`src/rtl/treasure_detect_ctrl_pkg.sv`:
```
// Shared encodings and defaults for the colour-treasure detection sequencer.
package treasure_detect_ctrl_pkg;

  typedef enum logic [1:0] {
    RES_NONE = 2'b00,
    RES_RED  = 2'b01,
    RES_BLUE = 2'b10
  } res_t;

  typedef enum logic [1:0] {
    WAIT_FRAME,
    ACCUM,
    DECIDE
  } state_t;

  localparam int unsigned DEF_SCREEN_WIDTH  = 176;
  localparam int unsigned DEF_SCREEN_HEIGHT = 144;

endpackage

```
`src/rtl/treasure_detect_ctrl_if.sv`:
```
// Pixel stream in, debounced class out, with valid/ack toward the Arduino link.
interface treasure_detect_ctrl_if #(
  parameter int unsigned CNT_W = 16
);
  logic [7:0]       PIXEL_IN;
  logic             PIXEL_VALID;
  logic [9:0]       VGA_PIXEL_X;
  logic [9:0]       VGA_PIXEL_Y;
  logic             VGA_VSYNC_NEG;
  logic [CNT_W-1:0] THRESH;
  logic [1:0]       RESULT;
  logic             RESULT_VALID;
  logic             RESULT_ACK;
  logic [CNT_W-1:0] LAST_RED_CNT;
  logic [CNT_W-1:0] LAST_BLUE_CNT;

  modport master (
    output PIXEL_IN, PIXEL_VALID, VGA_PIXEL_X, VGA_PIXEL_Y, VGA_VSYNC_NEG,
           THRESH, RESULT_ACK,
    input  RESULT, RESULT_VALID, LAST_RED_CNT, LAST_BLUE_CNT
  );

  modport slave (
    input  PIXEL_IN, PIXEL_VALID, VGA_PIXEL_X, VGA_PIXEL_Y, VGA_VSYNC_NEG,
           THRESH, RESULT_ACK,
    output RESULT, RESULT_VALID, LAST_RED_CNT, LAST_BLUE_CNT
  );
endinterface

```
`src/rtl/treasure_detect_ctrl_pixel_classifier.sv`:
```
// Combinational RGB332 pixel classifier: dominant red or dominant blue, ties are neither.
module pixel_classifier (
  input  logic [7:0] pixel_in,
  output logic       is_red,
  output logic       is_blue
);
  logic [1:0] r, g, b;
  // R[5] and G[2] sit below the 2-bit comparison precision
  logic unused_bits;

  always_comb begin
    r           = pixel_in[7:6];
    g           = pixel_in[4:3];
    b           = pixel_in[1:0];
    unused_bits = ^{pixel_in[5], pixel_in[2]};
    is_red      = (r > g) && (r > b);
    is_blue     = (b > r) && (b > g);
  end
endmodule

```
`src/rtl/treasure_detect_ctrl.sv`:
```
// Frame sequencer: counts red/blue pixels per VSYNC-delimited frame, debounces
// the per-frame class and publishes it with a valid/ack handshake.
module treasure_detect_ctrl
  import treasure_detect_ctrl_pkg::*;
#(
  parameter int unsigned SCREEN_WIDTH  = DEF_SCREEN_WIDTH,
  parameter int unsigned SCREEN_HEIGHT = DEF_SCREEN_HEIGHT,
  parameter int unsigned CNT_W         = 16,
  parameter int unsigned STABLE_FRAMES = 3
) (
  input logic                  CLK,
  input logic                  RESET_N,
  treasure_detect_ctrl_if.slave bus
);
  localparam int unsigned      STAB_W   = $clog2(STABLE_FRAMES + 1);
  localparam logic [STAB_W-1:0] STAB_MAX = STAB_W'(STABLE_FRAMES);
  localparam logic [9:0]       X_LIM    = 10'(SCREEN_WIDTH);
  localparam logic [9:0]       Y_LIM    = 10'(SCREEN_HEIGHT);

  state_t            state;
  logic              vs_q, fall;
  logic [CNT_W-1:0]  red_cnt, blue_cnt, last_red, last_blue;
  res_t              cand, frame_cls, result;
  logic [STAB_W-1:0] stab, stab_nx;
  logic              result_valid, publish, is_red, is_blue, in_window;

  pixel_classifier u_classifier (
    .pixel_in (bus.PIXEL_IN),
    .is_red   (is_red),
    .is_blue  (is_blue)
  );

  always_comb begin
    in_window = bus.PIXEL_VALID && (bus.VGA_PIXEL_X < X_LIM) && (bus.VGA_PIXEL_Y < Y_LIM);
    frame_cls = RES_NONE;
    if (red_cnt > blue_cnt && red_cnt >= bus.THRESH)
      frame_cls = RES_RED;
    else if (blue_cnt > red_cnt && blue_cnt >= bus.THRESH)
      frame_cls = RES_BLUE;
    if (frame_cls == cand)
      stab_nx = (stab == STAB_MAX) ? stab : stab + STAB_W'(1);
    else
      stab_nx = STAB_W'(1);
    // Uses the post-update debounce state so the publish lands with this DECIDE.
    publish = (stab_nx == STAB_MAX) && (frame_cls != result) && !result_valid;
  end

  always_comb begin
    bus.RESULT        = result;
    bus.RESULT_VALID  = result_valid;
    bus.LAST_RED_CNT  = last_red;
    bus.LAST_BLUE_CNT = last_blue;
  end

  always_ff @(posedge CLK or negedge RESET_N) begin
    if (!RESET_N) begin
      state        <= WAIT_FRAME;
      vs_q         <= 1'b0;
      fall         <= 1'b0;
      red_cnt      <= '0;
      blue_cnt     <= '0;
      last_red     <= '0;
      last_blue    <= '0;
      cand         <= RES_NONE;
      stab         <= '0;
      result       <= RES_NONE;
      result_valid <= 1'b0;
    end else begin
      vs_q <= bus.VGA_VSYNC_NEG;
      fall <= vs_q && !bus.VGA_VSYNC_NEG;

      if (result_valid && bus.RESULT_ACK)
        result_valid <= 1'b0;

      case (state)
        WAIT_FRAME: begin
          if (fall) begin
            red_cnt  <= '0;
            blue_cnt <= '0;
            state    <= ACCUM;
          end
        end
        ACCUM: begin
          if (fall) begin
            state <= DECIDE;
          end else if (in_window) begin
            if (is_red && red_cnt != '1)
              red_cnt <= red_cnt + CNT_W'(1);
            if (is_blue && blue_cnt != '1)
              blue_cnt <= blue_cnt + CNT_W'(1);
          end
        end
        DECIDE: begin
          last_red  <= red_cnt;
          last_blue <= blue_cnt;
          cand      <= frame_cls;
          stab      <= stab_nx;
          if (publish) begin
            result       <= frame_cls;
            result_valid <= 1'b1;
          end
          red_cnt  <= '0;
          blue_cnt <= '0;
          state    <= ACCUM;
        end
        default: state <= WAIT_FRAME;
      endcase
    end
  end
endmodule

```
`src/flat_wrapper.sv`:
```
// flat-port wrapper written by rule: the top's interface ports become plain ports
module treasure_detect_ctrl_flat import treasure_detect_ctrl_pkg::*;
#(
  parameter int unsigned SCREEN_WIDTH  = DEF_SCREEN_WIDTH,
  parameter int unsigned SCREEN_HEIGHT = DEF_SCREEN_HEIGHT,
  parameter int unsigned CNT_W         = 16,
  parameter int unsigned STABLE_FRAMES = 3
)
  (CLK, RESET_N, bus_PIXEL_IN, bus_PIXEL_VALID, bus_VGA_PIXEL_X, bus_VGA_PIXEL_Y, bus_VGA_VSYNC_NEG, bus_THRESH, bus_RESULT_ACK, bus_RESULT, bus_RESULT_VALID, bus_LAST_RED_CNT, bus_LAST_BLUE_CNT);
  treasure_detect_ctrl_if #(.CNT_W(CNT_W)) bus_i ();
  input logic CLK;
  input logic RESET_N;
  input wire logic [$bits(bus_i.PIXEL_IN)-1:0] bus_PIXEL_IN;
  input wire logic [$bits(bus_i.PIXEL_VALID)-1:0] bus_PIXEL_VALID;
  input wire logic [$bits(bus_i.VGA_PIXEL_X)-1:0] bus_VGA_PIXEL_X;
  input wire logic [$bits(bus_i.VGA_PIXEL_Y)-1:0] bus_VGA_PIXEL_Y;
  input wire logic [$bits(bus_i.VGA_VSYNC_NEG)-1:0] bus_VGA_VSYNC_NEG;
  input wire logic [$bits(bus_i.THRESH)-1:0] bus_THRESH;
  input wire logic [$bits(bus_i.RESULT_ACK)-1:0] bus_RESULT_ACK;
  output wire logic [$bits(bus_i.RESULT)-1:0] bus_RESULT;
  output wire logic [$bits(bus_i.RESULT_VALID)-1:0] bus_RESULT_VALID;
  output wire logic [$bits(bus_i.LAST_RED_CNT)-1:0] bus_LAST_RED_CNT;
  output wire logic [$bits(bus_i.LAST_BLUE_CNT)-1:0] bus_LAST_BLUE_CNT;
  assign bus_i.PIXEL_IN = bus_PIXEL_IN;
  assign bus_i.PIXEL_VALID = bus_PIXEL_VALID;
  assign bus_i.VGA_PIXEL_X = bus_VGA_PIXEL_X;
  assign bus_i.VGA_PIXEL_Y = bus_VGA_PIXEL_Y;
  assign bus_i.VGA_VSYNC_NEG = bus_VGA_VSYNC_NEG;
  assign bus_i.THRESH = bus_THRESH;
  assign bus_i.RESULT_ACK = bus_RESULT_ACK;
  assign bus_RESULT = bus_i.RESULT;
  assign bus_RESULT_VALID = bus_i.RESULT_VALID;
  assign bus_LAST_RED_CNT = bus_i.LAST_RED_CNT;
  assign bus_LAST_BLUE_CNT = bus_i.LAST_BLUE_CNT;
  treasure_detect_ctrl #(.SCREEN_WIDTH(SCREEN_WIDTH), .SCREEN_HEIGHT(SCREEN_HEIGHT), .CNT_W(CNT_W), .STABLE_FRAMES(STABLE_FRAMES)) u_core (.CLK(CLK), .RESET_N(RESET_N), .bus(bus_i));
endmodule
```
`config.mk`:
```
export PLATFORM = sky130hd
export DESIGN_NAME = treasure_detect_ctrl_flat
export DESIGN_NICKNAME = d
export VERILOG_FILES = /design/src/rtl/treasure_detect_ctrl_pkg.sv /design/src/rtl/treasure_detect_ctrl_if.sv /design/src/rtl/treasure_detect_ctrl_pixel_classifier.sv /design/src/rtl/treasure_detect_ctrl.sv /design/src/flat_wrapper.sv
export SDC_FILE = /design/constraint.sdc
export NUM_CORES = 1
export LEC_CHECK = 0
export CORE_UTILIZATION = 48
export DETAILED_ROUTE_END_ITERATION = 8
export PLACE_DENSITY = 0.83
export SLEW_MARGIN = 20
export SYNTH_ARGS = -nofsm -noshare
export SYNTH_HDL_FRONTEND = slang
export SYNTH_HIERARCHICAL = 1
export SYNTH_SLANG_ARGS = --single-unit
```
`constraint.sdc`:
```
create_clock -name CLK -period 2.5 [get_ports CLK]
set_input_delay 0.625 -clock CLK [delete_from_list [all_inputs] [get_ports CLK]]
set_output_delay 0.625 -clock CLK [all_outputs]
set_load 0.1 [all_outputs]
```
==> out/metrics.cfg, run 1 <==
[clock_network]
cts.path.max_buffers=2
cts_max_level=3
root_buffer=clkbuf_8
clock_sinks=75
insertion_delay_ps=370
cts_buffers=9
cts_tree=done
clkTransAtPathRegs_ps=100

[setup_path]
worstSetupPathType=flop to flop
reg2regPathDepth=9
cp_data_required_time_ps=2760
rr_startpoint=u_core/red_cnt[6]
slowest_stage=dfrtp_1
critPathMaxStageDelay_ps=390
arrival_ps=2870
worst_setup_path_start_kind=flop
path_max_fanout=3
r2r_slack_ps=-110
path_cells=inv_1, ha_1, nand4_1, a2111o_1, o211ai_4, buf_4, a2111oi_4, o31a_1, a32o_2
r2r_end=u_core/bus.RESULT_VALID
end_kind=flop

[final_layout]
drive_gt1_share_pct=37.9
fin_area_um2=6830
antenna_cells=0
layout.nets=767
mostFrequentLayoutCells=buf_4 (120), nand2_1 (86), dfrtp_1 (69), nor2_1 (31), ha_1 (31)
synthToLayoutAreaGrowth_pct=48.0
multiInputGateArea_um2=3120
fillers=598
finalNonFillerCells=796
mostFrequentLayoutCell=buf_4
ff_latch_area_um2=1880

[synthesis]
netlist.area_leader.share_pct=40.7
synthArstFlopShare_pct=100
ys_ff_latch=75
ys_warn_count=6
synthDistinctLibCells=57
synth-edff-count=0
postSynthAreaPerCell_um2=9.21
synth-seq-area-share_pct=40.7
syn_nets=606
synth_area_um2=4610
netlist_top_cells_area=dfrtp_1 (41%), ha_1 (15%), nand2_1 (7.0%), inv_1 (3.7%), o21ai_0 (3.6%)
synth_ff_type=dfrtp_1
yosysTopAreaCell=dfrtp_1
synth_cells=501

[grt]
grt_pass1_wl_mm=23.0
grt_usage_pct=30.1
grt_overflow_total=0
antenna_found_initial=1
grt_max_degree=53
first_global_vias=4770

[detailed_routing]
firstDrtPassIters=5
totalWireLength_mm=15.7
dr_total_vias=4668
post-route-drc-count=0
drtAntennaViolNets=0
routed_via_density=5.86
drtIter0Drc=351
wl_per_cell_um=19.7

[placement]
postPlaceCellArea_um2=5900
portBuffers=73
place_congestion=0.949
dpl.cell_count=758
pre_cts_slack_ps=-870
dp.final_hpwl_mm=9.61

[timing]
finalSetupViolations=5
fmax_mhz=384
period_share_pct=104
slew_violations=0
setup_ws_ps=-106
fin_crit_ps=2610
hold_violations=0
rsz0062_at_grt=true
slew_headroom_pct=57.6
worstMarginPinSlew_ps=634
clock_skew_ps=17.6
holdWs_ps=294

[die]
die_h_um=100
core_um2=9280
ioPinCount=84
initial_utilization_pct=49.7
chipWidth_um=100
num_rows=35
die_area_um2=10000

[status]
violations=negative setup slack
status=finished with violations

[run]
maxCapViolations=0

[power_and_ir_drop]
power_mw=3.64
ir_drop_mv=0.302
powerDensity_nw_per_um2=534
leakage_nw=3.32

[worst_hold_path]
hold_path.class=input port to asynchronous set/reset pin

cells in the mapped netlist (4+ instances only):
cell,n
ha_1,56
dfrtp_1,75
nand3_1,11
nor3_1,13
nor4_2,4
clkbuf_1,11
a21o_1,4
a21oi_1,23
nand2_1,86
xor2_1,12
inv_1,45
xnor2_1,15
o21ai_0,33
nor2b_1,6
nor2_1,34
nand4_1,14
report_power, final:
group          total (mW)  internal, mW  switching, mW
logic                1.33         0.489          0.838
registers            1.39          1.30         0.0912
clock network       0.923         0.378          0.545
total                3.64          2.17           1.47
worst max path at each step:
stage	from	endpoint	slack, ps	cells after the start
6_report	u_core/red_cnt[6]	u_core/bus.RESULT_VALID	-110	9
5_1_grt	u_core/blue_cnt[1]	u_core/bus.RESULT[1]	-140	8
4_1_cts	bus_THRESH[2]	u_core/bus.RESULT[1]	-6	10
3_5_place_dp	bus_THRESH[1]	u_core/bus.RESULT[1]	-870	10
3_3_place_gp	bus_THRESH[9]	u_core/bus.RESULT_VALID	-730	11
2_1_floorplan	bus_THRESH[1]	u_core/bus.RESULT_VALID	3	9
what timing repair did:
action                                  in CTS  in global routing
gates cloned                                 1                  0
pin swaps                                   44                 29
resized for setup                          107                 49
hold buffers                                 0                  0
endpoints found under the setup margin      36                 24
hold endpoints to repair                     0                  0
buffers inserted                            12                  9
sequential cells by signal, summed over array words and instances (netlist names):
register	count
u_core/blue_cnt	16
u_core/bus.LAST_BLUE_CNT	16
u_core/bus.LAST_RED_CNT	16
u_core/red_cnt	16
u_core/bus.RESULT	2
u_core/cand	2
u_core/stab	2
u_core/state	2
u_core/bus.RESULT_VALID	1
u_core/fall	1
u_core/vs_q	1
layout make-up:
class,instances,share of cell area [%]
Multi-Input combinational cell,367,45.7
Sequential cell,75,27.6
Timing Repair Buffer,164,19.2
Inverter,45,2.47
Tap cell,129,2.36
Clock buffer,9,1.81
Clock inverter,7,0.861
per-stage QoR:
stage	utilization, %	setup TNS [ps]
6_report	73.5	-302
5_1_grt	73.5	-501
4_1_cts	70.9	-10.9
3_5_place_dp	63.5	-22960
3_3_place_gp	63.5	-19730
2_1_floorplan	-	0
critical path: cells and delay by family, from the launching register on:
kind                     cells  cell delay [ps]
AO/OA/AOI/OAI                5             1180
flip-flops                   1              390
adder cells (fa/ha/maj)      1              380
buffers and inverters        2              320
AND/OR/NAND/NOR              1              230
layer usage:
metal | vias to the layer above | global-route usage (%) | wire length, um
met2 | 289 | 51.7 | 7920
met4 | 2 | 17.1 | 878
met3 | 92 | 7.66 | 1220
li1 | 2058 | - | -
met1 | 2227 | 34.2 | 5680
met5 | - | 0 | 13
cells by family (layout without fill, tap and decap cells):
family | count (synthesis) | count (layout) | synth area share [%]
AO/OA/AOI/OAI | 88 | 88 | 13.1
XOR/XNOR | 27 | 27 | 5.13
adder cells (fa/ha/maj) | 56 | 56 | 15.2
buffers and inverters | 59 | 225 | 4.88
flip-flops | 75 | 75 | 40.7
multiplexers | 2 | 2 | 0.434
AND/OR/NAND/NOR | 194 | 194 | 20.6
No activity file was read; power rests on OpenSTA's default activity.
==> run 2, diff against run 1 <==
--- a/config.mk
+++ b/config.mk
@@ -7,6 +7,7 @@
 export LEC_CHECK = 0
 export CORE_UTILIZATION = 48
 export DETAILED_ROUTE_END_ITERATION = 8
+export MAX_ROUTING_LAYER = met4
 export PLACE_DENSITY = 0.83
 export SLEW_MARGIN = 20
 export SYNTH_ARGS = -nofsm -noshare
==> run 2 against run 1 <==
  * The run still ends with negative setup slack left
  * Clock power is 2% higher
  * Sequential cell count is the same
  * Die area did not move
  * Largest power group unchanged
==> out/metrics.cfg, run 2 (synthesis gave the netlist of run 1 again) <==
[final_layout]
mostFrequentLayoutCells=buf_4 (121), nand2_1 (86), dfrtp_1 (67), ha_1 (32), nor2_1 (31)  ; was buf_4 (120), nand2_1 (86), dfrtp_1 (69), nor2_1 (31), ha_1 (31)
mostFrequentLayoutCell=buf_4  ; unchanged
synthToLayoutAreaGrowth_pct=45.3  ; was 48.0%
layout.nets=764  ; was 767
antenna_cells=0  ; unchanged
drive_gt1_share_pct=36.4  ; was 37.9%
fillers=646  ; was 598

[clock_network]
cts_max_level=3  ; unchanged
postCtsHoldBufs=0  ; unchanged
clkTransAtPathRegs_ps=100  ; about the same
cts_buffers=9  ; unchanged
clock_sinks=75  ; unchanged
cts.path.max_buffers=2  ; unchanged
cts_tree=done  ; unchanged
insertion_delay_ps=370  ; about the same
root_buffer=clkbuf_8  ; unchanged

[run]
maxCapViolations=0  ; unchanged

[placement]
portBuffers=73  ; unchanged
pre_cts_slack_ps=-828  ; was -870 ps
place_congestion=0.952  ; was 0.949
dp.final_hpwl_mm=9.47  ; was 9.61 mm

[timing]
clock_skew_ps=14.4  ; was 17.6 ps
tns_ps=-559  ; was -302 ps
slew_violations=0  ; unchanged
hold_violations=0  ; unchanged
finalSetupViolations=7  ; was 5
worstMarginPinSlew_ps=620  ; was 634 ps
holdWs_ps=297  ; was 294 ps
period_share_pct=107  ; was 104%
fmax_mhz=375  ; was 384 MHz
slew_headroom_pct=58.5  ; was 57.6%
fin_crit_ps=2670  ; was 2610 ps
setup_ws_ps=-168  ; was -106 ps
rsz0062_at_grt=true  ; unchanged

[grt]
grt_max_degree=53  ; unchanged
antenna_found_initial=0  ; was 1
grt_overflow_total=0  ; unchanged
grt_pass1_wl_mm=23.7  ; was 23.0 mm
first_global_vias=4766  ; was 4770
grt_usage_pct=32.1  ; was 30.1%

[detailed_routing]
drtIter0Drc=461  ; was 351
dr_total_vias=4689  ; was 4668
firstDrtPassIters=5  ; unchanged
wl_per_cell_um=19.6  ; was 19.7 um
routed_via_density=5.91  ; was 5.86
post-route-drc-count=0  ; unchanged
drtAntennaViolNets=0  ; unchanged
totalWireLength_mm=15.6  ; was 15.7 mm

[setup_path]
cpMostUsedCell=buf_4
end_kind=flop  ; unchanged
slowest_stage=dfrtp_1  ; unchanged
path_cells=buf_4, and4_1, nand4_1, nor2_2, a41oi_2, buf_4, o21a_2, nand2_1, xor2_1, nor2_1  ; was inv_1, ha_1, nand4_1, a2111o_1, o211ai_4, buf_4, a2111oi_4, o31a_1, a32o_2
cp_top_family=simple AND/OR/NAND/NOR gates  ; was compound AO/OA/AOI/OAI gates
crit_path_start=u_core/blue_cnt[6]  ; was u_core/red_cnt[6]
arrival_ps=2900  ; was 2870 ps
path_buf_inv=2  ; unchanged
rr_startpoint=u_core/blue_cnt[6]  ; was u_core/red_cnt[6]
path_max_fanout=6  ; was 3
cp_data_required_time_ps=2730  ; was 2760 ps
critPathMaxStageDelay_ps=480  ; was 390 ps
worst_setup_path_start_kind=flop  ; unchanged
worstSetupPathType=flop to flop  ; unchanged

[power_and_ir_drop]
comb_power_share_pct=34.7  ; was 36.4%
power_mw=3.59  ; was 3.64 mW
powerDensity_nw_per_um2=535  ; was 534 nW/um^2
p_clk_share_pct=26.2  ; was 25.3%
power_switching_share_pct=40.6  ; was 40.5%
leakage_nw=3.21  ; was 3.32 nW
p_switching_mw=1.46  ; was 1.47 mW
internal_power_mw=2.13  ; was 2.17 mW
power_frac_seq_pct=39.1  ; was 38.2%
ir_drop_mv=0.298  ; was 0.302 mV

[status]
violations=negative setup slack  ; unchanged
status=finished with violations  ; unchanged

[die]
core_um2=9280  ; unchanged
num_rows=35  ; unchanged
ioPinCount=84  ; unchanged
initial_utilization_pct=49.7  ; unchanged
chipWidth_um=100  ; unchanged
die_area_um2=10000  ; unchanged
die_h_um=100  ; unchanged

[worst_hold_path]
hold_path.class=input port to asynchronous set/reset pin  ; unchanged

[run 2: cell count changes in the layout (fill, tap and decap cells not counted), sizes merged]
| cell | previous run | this run |
|---|---|---|
| clkdlybuf4s15 | 3 | 1 |
| dlygate4sd2 | 13 | 15 |
| clkbuf | 12 | 13 |
| buf | 130 | 125 |
| dlymetal6s2s | 8 | 1 |
| clkinv | 2 | 1 |
| clkinvlp | 1 | 2 |
| clkdlybuf4s50 | 7 | 15 |
[run 2: final timing paths]
path / end / slack [ps] / depth (start not counted)
max reg2reg: u_core/blue_cnt[14] / -170 / 10
min reg2reg: u_core/fall / 480 / 1
min in group CLK: u_core/fall / 480 / 1
max: u_core/blue_cnt[14] / -170 / 10
min: u_core/bus.LAST_RED_CNT[12] / 300 / 2
max in group asynchronous: u_core/blue_cnt[7] / 1810 / 2
[run 2: layer usage]
layer  vias up  track usage [%]  share of wire (%)
met5         -                -                  0
met4         0             17.8                6.2
met3        90             5.99                8.2
met2       318             54.4                 49
met1      2228             35.8                 36
li1       2053                -                  -
[run 2: final cells by class]
type                       count  area, um^2  area share (%)
timing repair buffer         161        1260            18.9
tap                          129         161            2.41
sequential                    75        1890            28.1
clock buffer                   9         124            1.85
inverter                      45         169            2.52
clock inverter                 7        66.3           0.989
multi-input combinational    367        3030            45.2
[run 2: repair_timing]
action                     CTS  global route
setup endpoints to repair   36            30
pin swaps                   51            24
hold endpoints to repair     0             0
buffers inserted             6             9
gates resized for setup     98            32
[run 2: per-stage QoR]
stage | util [%] | area, um^2 | std cells
after floorplan | - | 4640 | 501
after global placement | 63.9 | 5930 | 762
after detailed placement | 63.9 | 5930 | 762
after CTS | 70.6 | 6550 | 784
after global routing | 72.2 | 6700 | 793
final | 72.2 | 6700 | 793
[run 2: worst register-to-register path: cells and delay by family, from the launching register on]
kind / cells / cell delay (ps)
AND/OR/NAND/NOR: 5 / 990
AO/OA/AOI/OAI: 2 / 430
buffers and inverters: 2 / 380
flip-flops: 1 / 480
XOR/XNOR: 1 / 250
[run 2: power by group through the flow]
| stage | registers, mW | logic, mW | clock network, mW |
|---|---|---|---|
| 3_5_place_dp | 1.41 | 1.07 | 0 |
| 4_1_cts | 1.39 | 1.18 | 0.947 |
| 6_report | 1.40 | 1.25 | 0.939 |
| 3_3_place_gp | 1.40 | 1.04 | 0 |
| 2_1_floorplan | 1.68 | 0.432 | 0 |
| 5_1_grt | 1.41 | 1.31 | 0.997 |
